===== config.mk =====
export PLATFORM = sky130hd
export DESIGN_NAME = display_scan_receiver
export DESIGN_NICKNAME = d
export VERILOG_FILES = /design/src/rtl/display_pkg.sv /design/src/rtl/segment_to_code.sv /design/src/rtl/display_scan_receiver.sv
export SDC_FILE = /design/constraint.sdc
export NUM_CORES = 1
export LEC_CHECK = 0
export CAP_MARGIN = 10
export CORE_MARGIN = 2
export CORE_UTILIZATION = 48
export CTS_CLUSTER_SIZE = 10
export DETAILED_ROUTE_END_ITERATION = 10
export GPL_ROUTABILITY_DRIVEN = 0
export PLACE_DENSITY = 0.72
export SYNTH_ARGS = -nofsm -noshare
export SYNTH_HDL_FRONTEND = slang
export SYNTH_SLANG_ARGS = --single-unit

===== constraint.sdc =====
create_clock -name clock -period 4.7 [get_ports clock]
set_input_delay 0.94 -clock clock [delete_from_list [all_inputs] [get_ports clock]]
set_output_delay 0.94 -clock clock [all_outputs]
set_load 0.01 [all_outputs]

===== src/rtl/display_pkg.sv =====
// Shared definitions for the 7-segment scan receiver: glyph codes, segment
// patterns ({g,f,e,d,c,b,a}, active-high) and the scan FSM state type.
package display_pkg;

    localparam logic [3:0] BLANK   = 4'hA;
    localparam logic [3:0] GLYPH_E = 4'hB;
    localparam logic [3:0] GLYPH_R = 4'hC;
    localparam logic [3:0] GLYPH_O = 4'hD;
    localparam logic [3:0] INVALID = 4'hF;

    localparam logic [6:0] SEG_0     = 7'b0111111;
    localparam logic [6:0] SEG_1     = 7'b0000110;
    localparam logic [6:0] SEG_2     = 7'b1011011;
    localparam logic [6:0] SEG_3     = 7'b1001111;
    localparam logic [6:0] SEG_4     = 7'b1100110;
    localparam logic [6:0] SEG_5     = 7'b1101101;
    localparam logic [6:0] SEG_6     = 7'b1111101;
    localparam logic [6:0] SEG_7     = 7'b0000111;
    localparam logic [6:0] SEG_8     = 7'b1111111;
    localparam logic [6:0] SEG_9     = 7'b1101111;
    localparam logic [6:0] SEG_BLANK = 7'b0000000;
    localparam logic [6:0] SEG_E     = 7'b1111001;
    localparam logic [6:0] SEG_R     = 7'b1010000;
    localparam logic [6:0] SEG_O     = 7'b1011100;

    typedef enum logic [1:0] {
        ST_IDLE,
        ST_SETTLE,
        ST_SAMPLE,
        ST_HOLD
    } scan_state_t;

    function automatic logic is_one_hot(input logic [3:0] v);
        return (v != 4'b0000) && ((v & (v - 4'b0001)) == 4'b0000);
    endfunction

    function automatic logic [1:0] sel_index(input logic [3:0] v);
        logic [1:0] idx;
        idx = 2'd0;
        if (v[1]) idx = 2'd1;
        if (v[2]) idx = 2'd2;
        if (v[3]) idx = 2'd3;
        return idx;
    endfunction

endpackage


===== src/rtl/segment_to_code.sv =====
// Combinational 7-segment to 4-bit code decoder; any pattern outside the
// glyph table decodes to INVALID.
module segment_to_code
    import display_pkg::*;
(
    input  logic [6:0] segments,
    output logic [3:0] code
);

    always_comb begin
        code = INVALID;
        unique case (segments)
            SEG_0:     code = 4'h0;
            SEG_1:     code = 4'h1;
            SEG_2:     code = 4'h2;
            SEG_3:     code = 4'h3;
            SEG_4:     code = 4'h4;
            SEG_5:     code = 4'h5;
            SEG_6:     code = 4'h6;
            SEG_7:     code = 4'h7;
            SEG_8:     code = 4'h8;
            SEG_9:     code = 4'h9;
            SEG_BLANK: code = BLANK;
            SEG_E:     code = GLYPH_E;
            SEG_R:     code = GLYPH_R;
            SEG_O:     code = GLYPH_O;
            default:   code = INVALID;
        endcase
    end

endmodule


===== src/rtl/display_scan_receiver.sv =====
// Rebuilds the four digits shown on a multiplexed 7-segment bus and publishes
// them as a coherent frame, with select/glyph/stall supervision flags.
module display_scan_receiver
    import display_pkg::*;
#(
    parameter int SETTLE_CYCLES  = 4,
    parameter int TIMEOUT_CYCLES = 65535
) (
    input  logic       clock,
    input  logic       reset_n,
    input  logic [6:0] segment_in,
    input  logic [3:0] display_n_in,
    output logic [3:0] digit_3,
    output logic [3:0] digit_2,
    output logic [3:0] digit_1,
    output logic [3:0] digit_0,
    output logic       frame_valid,
    output logic       select_error,
    output logic       glyph_error,
    output logic       scan_stalled,
    output logic       error_screen
);

    localparam int            CW          = $clog2(SETTLE_CYCLES + 1);
    localparam logic [CW-1:0] SETTLE_LAST = CW'(SETTLE_CYCLES - 1);
    localparam logic [CW-1:0] SETTLE_DONE = CW'(SETTLE_CYCLES);
    localparam logic [15:0]   STALL_MAX   = 16'(TIMEOUT_CYCLES);

    logic [6:0]    seg_meta, seg_sync;
    logic [3:0]    dn_meta, dn_sync;
    logic [3:0]    sel, sel_prev, held_sel, held_sel_next;
    logic          sel_changed, multi_hot;
    scan_state_t   state, state_next;
    logic [CW-1:0] settle_cnt, settle_cnt_next;
    logic          select_err_next;
    logic          do_sample;
    logic [15:0]   stall_cnt;
    logic [3:0]    slots [4];
    logic [3:0]    captured;
    logic [3:0]    decoded;
    logic [1:0]    idx;
    logic          commit;

    // Both bus inputs are asynchronous; keep them aligned through equal-depth synchronizers.
    always_ff @(posedge clock or negedge reset_n) begin
        if (!reset_n) begin
            seg_meta <= '0;
            seg_sync <= '0;
            dn_meta  <= 4'hF;
            dn_sync  <= 4'hF;
        end else begin
            seg_meta <= segment_in;
            seg_sync <= seg_meta;
            dn_meta  <= display_n_in;
            dn_sync  <= dn_meta;
        end
    end

    assign sel         = ~dn_sync;
    assign sel_changed = (sel != sel_prev);
    assign multi_hot   = (sel != 4'b0000) && !is_one_hot(sel);
    assign idx         = sel_index(held_sel);
    assign commit      = (captured == 4'b1111);
    assign scan_stalled = (stall_cnt == STALL_MAX);

    segment_to_code u_decode (
        .segments (seg_sync),
        .code     (decoded)
    );

    always_ff @(posedge clock or negedge reset_n) begin
        if (!reset_n) begin
            state        <= ST_IDLE;
            settle_cnt   <= '0;
            held_sel     <= '0;
            sel_prev     <= '0;
            select_error <= 1'b0;
        end else begin
            state        <= state_next;
            settle_cnt   <= settle_cnt_next;
            held_sel     <= held_sel_next;
            sel_prev     <= sel;
            select_error <= select_err_next;
        end
    end

    // In IDLE the settle counter times stable multi-hot selects; it saturates so each occurrence flags once.
    always_comb begin
        state_next      = state;
        settle_cnt_next = settle_cnt;
        held_sel_next   = held_sel;
        select_err_next = 1'b0;
        do_sample       = 1'b0;
        unique case (state)
            ST_IDLE: begin
                if (is_one_hot(sel)) begin
                    state_next      = ST_SETTLE;
                    held_sel_next   = sel;
                    settle_cnt_next = '0;
                end else if (sel_changed) begin
                    settle_cnt_next = '0;
                end else if (multi_hot && (settle_cnt < SETTLE_DONE)) begin
                    settle_cnt_next = settle_cnt + 1'b1;
                    select_err_next = (settle_cnt == SETTLE_LAST);
                end
            end
            ST_SETTLE: begin
                if (sel != held_sel) begin
                    settle_cnt_next = '0;
                    if (is_one_hot(sel)) held_sel_next = sel;
                    else                 state_next    = ST_IDLE;
                end else if (settle_cnt == SETTLE_LAST) begin
                    state_next = ST_SAMPLE;
                end else begin
                    settle_cnt_next = settle_cnt + 1'b1;
                end
            end
            ST_SAMPLE: begin
                do_sample  = 1'b1;
                state_next = ST_HOLD;
            end
            ST_HOLD: begin
                if (sel != held_sel) begin
                    settle_cnt_next = '0;
                    if (is_one_hot(sel)) begin
                        state_next    = ST_SETTLE;
                        held_sel_next = sel;
                    end else begin
                        state_next = ST_IDLE;
                    end
                end
            end
            default: state_next = ST_IDLE;
        endcase
    end

    always_ff @(posedge clock or negedge reset_n) begin
        if (!reset_n) begin
            stall_cnt <= '0;
        end else if (sel_changed) begin
            stall_cnt <= '0;
        end else if (stall_cnt != STALL_MAX) begin
            stall_cnt <= stall_cnt + 16'd1;
        end
    end

    // A stall discards the partial frame; committed digits stay on the outputs.
    always_ff @(posedge clock or negedge reset_n) begin
        if (!reset_n) begin
            for (int i = 0; i < 4; i++) slots[i] <= BLANK;
            captured    <= '0;
            frame_valid <= 1'b0;
            glyph_error <= 1'b0;
            digit_3     <= BLANK;
            digit_2     <= BLANK;
            digit_1     <= BLANK;
            digit_0     <= BLANK;
        end else begin
            frame_valid <= commit;
            if (scan_stalled) begin
                captured <= '0;
            end else if (do_sample) begin
                slots[idx]    <= decoded;
                captured[idx] <= 1'b1;
            end else if (commit) begin
                captured <= '0;
            end
            if (commit) begin
                digit_3 <= slots[3];
                digit_2 <= slots[2];
                digit_1 <= slots[1];
                digit_0 <= slots[0];
            end
            if (do_sample && (decoded == INVALID)) glyph_error <= 1'b1;
            else if (commit)                       glyph_error <= 1'b0;
        end
    end

    assign error_screen = ({digit_3, digit_2, digit_1, digit_0} ==
                           {GLYPH_E, GLYPH_R, GLYPH_R, GLYPH_O});

endmodule


Yosys cells after proc, flatten, opt, wreduce, memory -nomap -nowiden
Index checks and enable logic that the tools add are counted.
{ "op_classes": {"bitwise": 5, "n_eq_ne": 31, "n_lt_le_gt_ge": 5, "n_addsub": 3, "n_mux": 38, "n_reduce_logical": 21} }
{ "ops": {"columns": ["operator", "count"], "rows": [
  ["$eq A7 B7 Y1 const B", 10],
  ["$pmux W4 S14", 1],
  ["$eq A16 B16 Y1 const B", 2],
  ["$mux W16", 2],
  ["$mux W4", 6],
  ["$mux W3", 6],
  ["$add A16 B1 Y16 const B", 1],
  ["$bwmux W16", 1],
  ["$ne A16 B16 Y1 const B", 1],
  ["$eq A7 B3 Y1 const B", 2],
  ["$mux W2", 7],
  ["$mux W1", 10],
  ["$ne A3 B3 Y1 const B", 3],
  ["$pmux W3 S3", 1],
  ["$demux W4 S2", 1],
  ["$eq A4 B4 Y1 const B", 2],
  ["$ne A4 B4 Y1", 2],
  ["$pmux W2 S4", 1],
  ["$pmux W4 S2", 1],
  ["$reduce_and A4 Y1", 2],
  ["$eq A7 B6 Y1 const B", 1],
  ["$logic_not A7 Y1", 1],
  ["$logic_and A1 B1 Y1", 6],
  ["$reduce_bool A2 Y1", 3],
  ["26 further kinds", 30]
]} }
{ "word_totals": {"ff_bits": 90, "elab_cells": 124, "output_inout_bits": 21, "in_bits": 13} }

Depth between registers and ports, before layout
Gate-level depths: netlist (run 1).
{ "depth": {"word_depth": 12, "ltp_mapped": 7, "mapped_depth_nobuf": 7} }

By module
Synthesis (run 1) repeated with hierarchy kept, for this count alone.
{ "hier_totals": {"hier_cells": 381, "area_unflattened_um2": 4356.7} }
{ "by_module_without_submodules": {"columns": ["module", "seq_area_each_um2", "n_inst", "area_each_um2", "cells_per_inst"], "rows": [
  ["display_scan_receiver", 2282.2, 1, 4002.6, 334],
  ["segment_to_code", 0.0, 1, 354.1, 47]
]} }

Least setup slack after synthesis (run 1)
OpenSTA, ideal clock, no wires.
{ "synth_timing": {"path_type": "reg2out", "from": "reg stall_cnt[7]", "to": "out scan_stalled", "n_path_buf": 0, "slack_ns": 2.532, "path_stages_with_launch": 5, "required_time_ns": 3.760, "t_arrival_ns": 1.228, "cell_sequence": "dfrtp_1 -> nand3_1 -> nor3_2 -> nand2_1 -> inv_2"} }
{ "synth_between": {"elab_chain_cells": 1} }
{ "synth_lines": {"columns": ["element", "line", "source"], "rows": [
  ["start, declared", "display_scan_receiver.sv:37", "logic [15:0] stall_cnt;"],
  ["start signal, assigned", "display_scan_receiver.sv:143", "stall_cnt <= stall_cnt + 16'd1;"],
  ["$eq A16 B16 Y1", "display_scan_receiver.sv:64", "assign scan_stalled = (stall_cnt == STALL_MAX);"],
  ["end, declared", "display_scan_receiver.sv:20", "output logic scan_stalled,"]
]} }
No other way between the ends.

Worst setup path in the final report (run 1)
Same ends and word-level chain as after synthesis.

==> results of run 1 <==
final cells by class:
type	instances	area (sq um)	area share, %
multi-input combinational	258	1700	36.3
inverter	16	60.1	1.28
clock buffer	10	128	2.73
tap	105	131	2.81
clock inverter	6	50.0	1.07
timing repair buffer	33	328	7.01
sequential	90	2280	48.8
state kept, by name (all words and copies together), names as in the netlist, 7 cells and up, named ones only:
signal and flops:
stall_cnt 16, slots 16, seg_meta 7, seg_sync 7
stage by stage:
stage | util, % | worst slack (ns) | area, sq um
floorplan | - | 2.53 | 4110
global placement | 54.5 | 1.81 | 4500
detailed placement | 54.5 | 1.78 | 4500
CTS | 56.7 | 1.36 | 4680
global route | 56.7 | 1.18 | 4680
finish | 56.7 | 1.37 | 4680
path summary, 6_finish.rpt:
path                                       to  cells past startpoint
worst max-delay path             scan_stalled                      5
worst min-delay path              seg_sync[1]                      0
worst max register to register  settle_cnt[2]                      4
worst min register to register    seg_sync[1]                      0
max in group asynchronous           async pin                      1
min in group asynchronous         seg_meta[2]                      1
routing by layer:
| metal | vias to the layer above | routed length [um] | global-route usage [%] |
|---|---|---|---|
| li1 | 1385 | - | - |
| met1 | 1363 | 3370 | 24.1 |
| met2 | 52 | 3330 | 27.4 |
| met3 | 11 | 216 | 2.87 |
| met4 | 0 | 119 | 8.10 |
| met5 | - | 0 | 0 |
power groups by stage:
stage                     Combinational [uW]  Clock [uW]  Sequential, uW
final                                    302         483             965
after global routing                     339         534             980
after CTS                                306         502             964
after detailed placement                 305           0             979
after floorplan                          242           0             951
after global placement                   290           0             975
critical path, cell delays in order (launching register included):
cell and delay, ns:
dfrtp_1 0.42, nand3_1 0.19, nor3_2 0.41, nand2_1 0.29
inv_2 0.16, clkdlybuf4s50_1 0.56
placed cells by master (no fill, tap or decap), types with 5 or more instances in the layout:
cell type and instances:
nand4b_1 6, nand4_1 6, ha_1 8, dfrtp_1 66, nor3_1 5, xnor2_1 12
clkdlybuf4s50_1 32, nand2_1 63, clkbuf_8 9, xor2_1 10, dfstp_2 24, o21ai_0 7
a21oi_1 13, o31ai_1 5, mux2_2 20, nor2_1 29, inv_1 14, nand3_1 13
cells by family (layout without fill, tap and decap cells):
logic type | Yosys count | count (layout) | share of synthesized area (%)
DFF | 90 | 90 | 55.6
xor gates and xnor gates | 22 | 22 | 4.69
adders and majority gates | 8 | 8 | 2.44
AOI/OAI and AO/OA | 54 | 54 | 9.50
and+or+nand+nor | 150 | 150 | 18.3
buffers and inverters | 31 | 65 | 3.05
muxes | 24 | 24 | 6.49
==> flow_summary.toml, run 1 <==
[die]
start_util_pct = 49.7
dieArea_sq_um = 9310
die_w_um = 96.5
ios = 34
die_height_um = 96.5
row_count = 33
coreArea_sq_um = 8260

[worst_setup_path]
cp-start-kind = "flop"
crit_start = "stall_cnt[7]"
rrSetupSlack_ns = 2.28
reg2reg_from = "dn_sync[3]"
worstPathRequired_ns = 3.76
path_class = "flop to primary output"
end_kind = "primary output"
path_max_fanout = 9
crit_arrival_ns = 2.39

[power]
clock_power_share_pct = 27.6
leakagePower_uw = 0.00198
power_density_nw_per_um2 = 374
power_uw = 1750
p_sw_share_pct = 29.0
combPwrFrac_pct = 17.2
ir_drop_uv = 204
pwr-share-seq_pct = 55.2
power_switching_uw = 507
internal_power_uw = 1240

[placement]
dp_hpwl_um = 4910
port_buffers = 33
dp_cells = 502

[clock_network]
cts_tree = "yes"
path_clk_slew_ns = 0.09
cts_sinks = 90
cts_buffer_depth = 2
clkLatencyLatePin_ns = 0.36
cts_setup_buffers = 0
cts_resized = 0
cts_made_buffers = 9
cts_hold_buffers = 0
cts.htree.levels = 3
root_buffer = "clkbuf_8"

[synth]
synth_most_common_cell = "dfrtp_1"
syn_inst = 379
netlist_area_sq_um = 4110
synth_flop_cell = "dfrtp_1"
synth_area_leader_cell = "dfrtp_1"
yosys.cell_types.count = 57
seq_area_frac_synth_pct = 55.6
synth-seq-cells = 90
synth_area_leaders = "dfrtp_1, dfstp_2, nand2_1"
synth_edf_count = 0
synth_top_area_share_pct = 40.2
syn_avg_cell_area_sq_um = 10.8
synthTopCellsByCount = "dfrtp_1, nand2_1, nor2_1"
async_reset_ff_share_pct = 100
synth_nets = 400
ys.warnings.count = 0

[grt]
grt_usage_pct = 17.5
grt_pass1_wl_um = 12400
grt_max_degree = 91
overflow = 0
grt_pass1_vias = 2680
antenna_found_initial = 0

[route]
drt-total-wl_um = 7040
num_vias = 2811
initialDrtViolationCount = 130
detail_route.wl_per_cell_um = 13.6
ant_nets = 0
drc = 0
dr.pass1.iters = 4
via_per_inst = 5.43

[min_path]
min_from = "seg_meta[1]"
hold_class = "flop to flop"

[timing]
rsz0062_at_grt = "no"
max_slew_margin_pct = 28.9
finalCritPeriodShare_pct = 70.7
fin_hold_ws_ns = 0.354
tns_ns = 0
worst_pin_slew_ns = 1.07
period_needed_ns = 3.33
final_max_slew_viol_count = 0
finalClockSkew_ns = 0.0134
finalSetupViolCount = 0
hold_violations = 0
max_freq_mhz = 301

[run]
cap_violations = 0

[finish]
final_layout_size_suffix_gt1_share_pct = 16.5
syn_to_final_growth_pct = 13.9
finalNonFillerCells = 518
nFillCells = 719
antenna_cells = 0
layout.nets = 429

[run_status]
outcome = "finished, final reports clean"
Note: power is estimated with default switching activity, not from simulation.
==> inputs of run 2 (changes only) <==
--- a/config.mk
+++ b/config.mk
@@ -11,7 +11,7 @@
 export CTS_CLUSTER_SIZE = 10
 export DETAILED_ROUTE_END_ITERATION = 10
 export GPL_ROUTABILITY_DRIVEN = 0
-export PLACE_DENSITY = 0.72
+export PLACE_DENSITY = 0.75
 export SYNTH_ARGS = -nofsm -noshare
 export SYNTH_HDL_FRONTEND = slang
 export SYNTH_SLANG_ARGS = --single-unit
==> constraint.sdc (replaced) <==
create_clock -name clock -period 3 [get_ports clock]
set_input_delay 0.6 -clock clock [delete_from_list [all_inputs] [get_ports clock]]
set_output_delay 0.6 -clock clock [all_outputs]
set_load 0.01 [all_outputs]
==> run 2 against run 1 <==
Net effect:
- clock-buffer cell count fell by 1
- clock skew fell by 0.0037 ns
- global-route usage fell by 0.64 points
- die area did not move
- worst setup slack got worse by 1.2 ns
- clock power rose by 80%
- sequential power rose by 56%
- critical endpoint unchanged
- first-iteration DRC count fell by 31%
- final cell count rose by 0.58%
- utilization rose by 0.91 points
- largest cell class unchanged
- sequential share of layout area fell by 0.77 points
- wire length rose by 3.2%
==> flow_summary.toml, run 2 (synthesis gave the netlist of run 1 again) <==
[die]
die_height_um = 96.5
row_count = 33
start_util_pct = 49.7
die_w_um = 96.5
dieArea_sq_um = 9310
ios = 34
coreArea_sq_um = 8260

[route]
ant_nets = 0
drc = 0
num_vias = 2871
detail_route.wl_per_cell_um = 13.9
via_per_inst = 5.51
initialDrtViolationCount = 90
dr.pass1.iters = 4
drt-total-wl_um = 7260

[grt]
grt_util_met3_pct = 3.96
grt_usage_pct = 16.9
grt.met1_usage_pct = 21.9
grt_max_degree = 89
busiest_layer = "met2"
grt_pass1_vias = 2714
overflow = 0
grt_pass1_wl_um = 12300
globalRouteMet2Util_pct = 28.8
antenna_found_initial = 0

[finish]
final_common_cell = "dfrtp_1"
top_regs = "slots x16, stall_cnt x16"
antenna_cells = 0
syn_to_final_growth_pct = 15.7
layout.nets = 432
final_cell_mix = "dfrtp_1, nand2_1, clkdlybuf4s50_1"
final_layout_size_suffix_gt1_share_pct = 17.8

[min_path]
min_to = "seg_sync[5]"
min_from = "seg_meta[5]"
whs_path_depth = 0
hold_class = "flop to flop"

[worst_setup_path]
reg2reg_to = "slots[10]"
worstPathRequired_ns = 2.40
cp_slowest_cell = "clkdlybuf4s50_1"
reg2reg_from = "stall_cnt[0]"
crit_arrival_ns = 2.21
end_kind = "primary output"
critPathMaxStageDelay_ns = 0.54
rrSetupSlack_ns = 0.75
cp-start-kind = "flop"
path_buf_inv = 2
path_max_fanout = 9
reg2regPathDepth = 7
path_class = "flop to primary output"
path_delay_family = "simple AND/OR/NAND/NOR gates"
cp_cell_sequence = "nand3_1 -> nor3_4 -> nand2_2 -> inv_2 -> clkdlybuf4s50_1"

[timing]
hold_violations = 0
setup_slack_ns = 0.186
finalCritPeriodShare_pct = 93.8
finalClockSkew_ns = 0.00973
max_freq_mhz = 355
final_max_slew_viol_count = 0
period_needed_ns = 2.81
worst_pin_slew_ns = 1.04
tns_ns = 0
rsz0062_at_grt = "no"
max_slew_margin_pct = 30.8
finalSetupViolCount = 0

[clock_network]
path_clk_slew_ns = 0.09
clkLatencyLatePin_ns = 0.35
cts_buffer_depth = 2
cts_sinks = 90
cts.htree.levels = 3
root_buffer = "clkbuf_8"
cts_made_buffers = 9
cts_tree = "yes"
cts_hold_buffers = 0

[power]
power_density_nw_per_um2 = 602
leakagePower_uw = 0.00203
ir_drop_uv = 338

[run_status]
outcome = "finished, final reports clean"

[placement]
port_buffers = 33
dp_hpwl_um = 5090
dp_slack_ns = 0.416

[run]
cap_violations = 0
[run 2: what timing repair did]
item,4_1_cts,5_1_grt
resized for setup,0,3
setup buffers,0,0
endpoints found under the hold margin,0,0
setup endpoints to repair,0,1
[run 2: power breakdown]
group          leakage [uW]  internal, uW  switching [uW]
Combinational      0.000815           244             235
Sequential          0.00111          1390             120
Clock              0.000111           411             459
Total               0.00203          2050             813
[run 2: through the flow]
stage	cell area (sq um)	cells	util, %	hold WS [ns]	power (uW)
after CTS	4740	521	57.4	0.358	2890
after global routing	4750	521	57.6	0.364	3020
after floorplan	4110	379	-	0.304	1870
final	4750	521	57.6	0.355	2860
after detailed placement	4520	505	54.8	0.336	2010
after global placement	4520	505	54.8	0.332	1980
[run 2: cell type report]
class | instances | area [sq um]
Sequential cell | 90 | 2280
Inverter | 16 | 60.1
Clock inverter | 7 | 95.1
Multi-Input combinational cell | 258 | 1710
Timing Repair Buffer | 36 | 350
Fill cell | 715 | 3500
Clock buffer | 9 | 124
Tap cell | 105 | 131
[run 2: metal layers]
metal | share of wire [%] | vias to the layer above | routed length, um
met2 | 50 | 51 | 3640
met1 | 46 | 1436 | 3350
met5 | 0 | - | 0
met3 | 2.9 | 5 | 210
met4 | 0.78 | 0 | 57
li1 | - | 1379 | -
[run 2: worst reg2reg max path, cell delays in order (launching register included)]
cell and delay [ns]:
dfrtp_1 0.41, ha_1 0.25, nand2_1 0.19, nor2_2 0.10
nand2_2 0.17, inv_2 0.09, nor4b_2 0.54, mux2_2 0.40
[run 2: how the worst max path moves through the flow]
| stage | to | cells past startpoint | slack [ns] | startpoint |
|---|---|---|---|---|
| 5_1_grt | scan_stalled | 5 | 0.01 | stall_cnt[7] |
| 3_5_place_dp | scan_stalled | 5 | 0.42 | stall_cnt[7] |
| 2_1_floorplan | slots[10] | 7 | 0.89 | stall_cnt[0] |
| 4_1_cts | scan_stalled | 5 | 0.01 | stall_cnt[7] |
| 6_report | scan_stalled | 5 | 0.19 | stall_cnt[7] |
| 3_3_place_gp | scan_stalled | 5 | 0.46 | stall_cnt[7] |
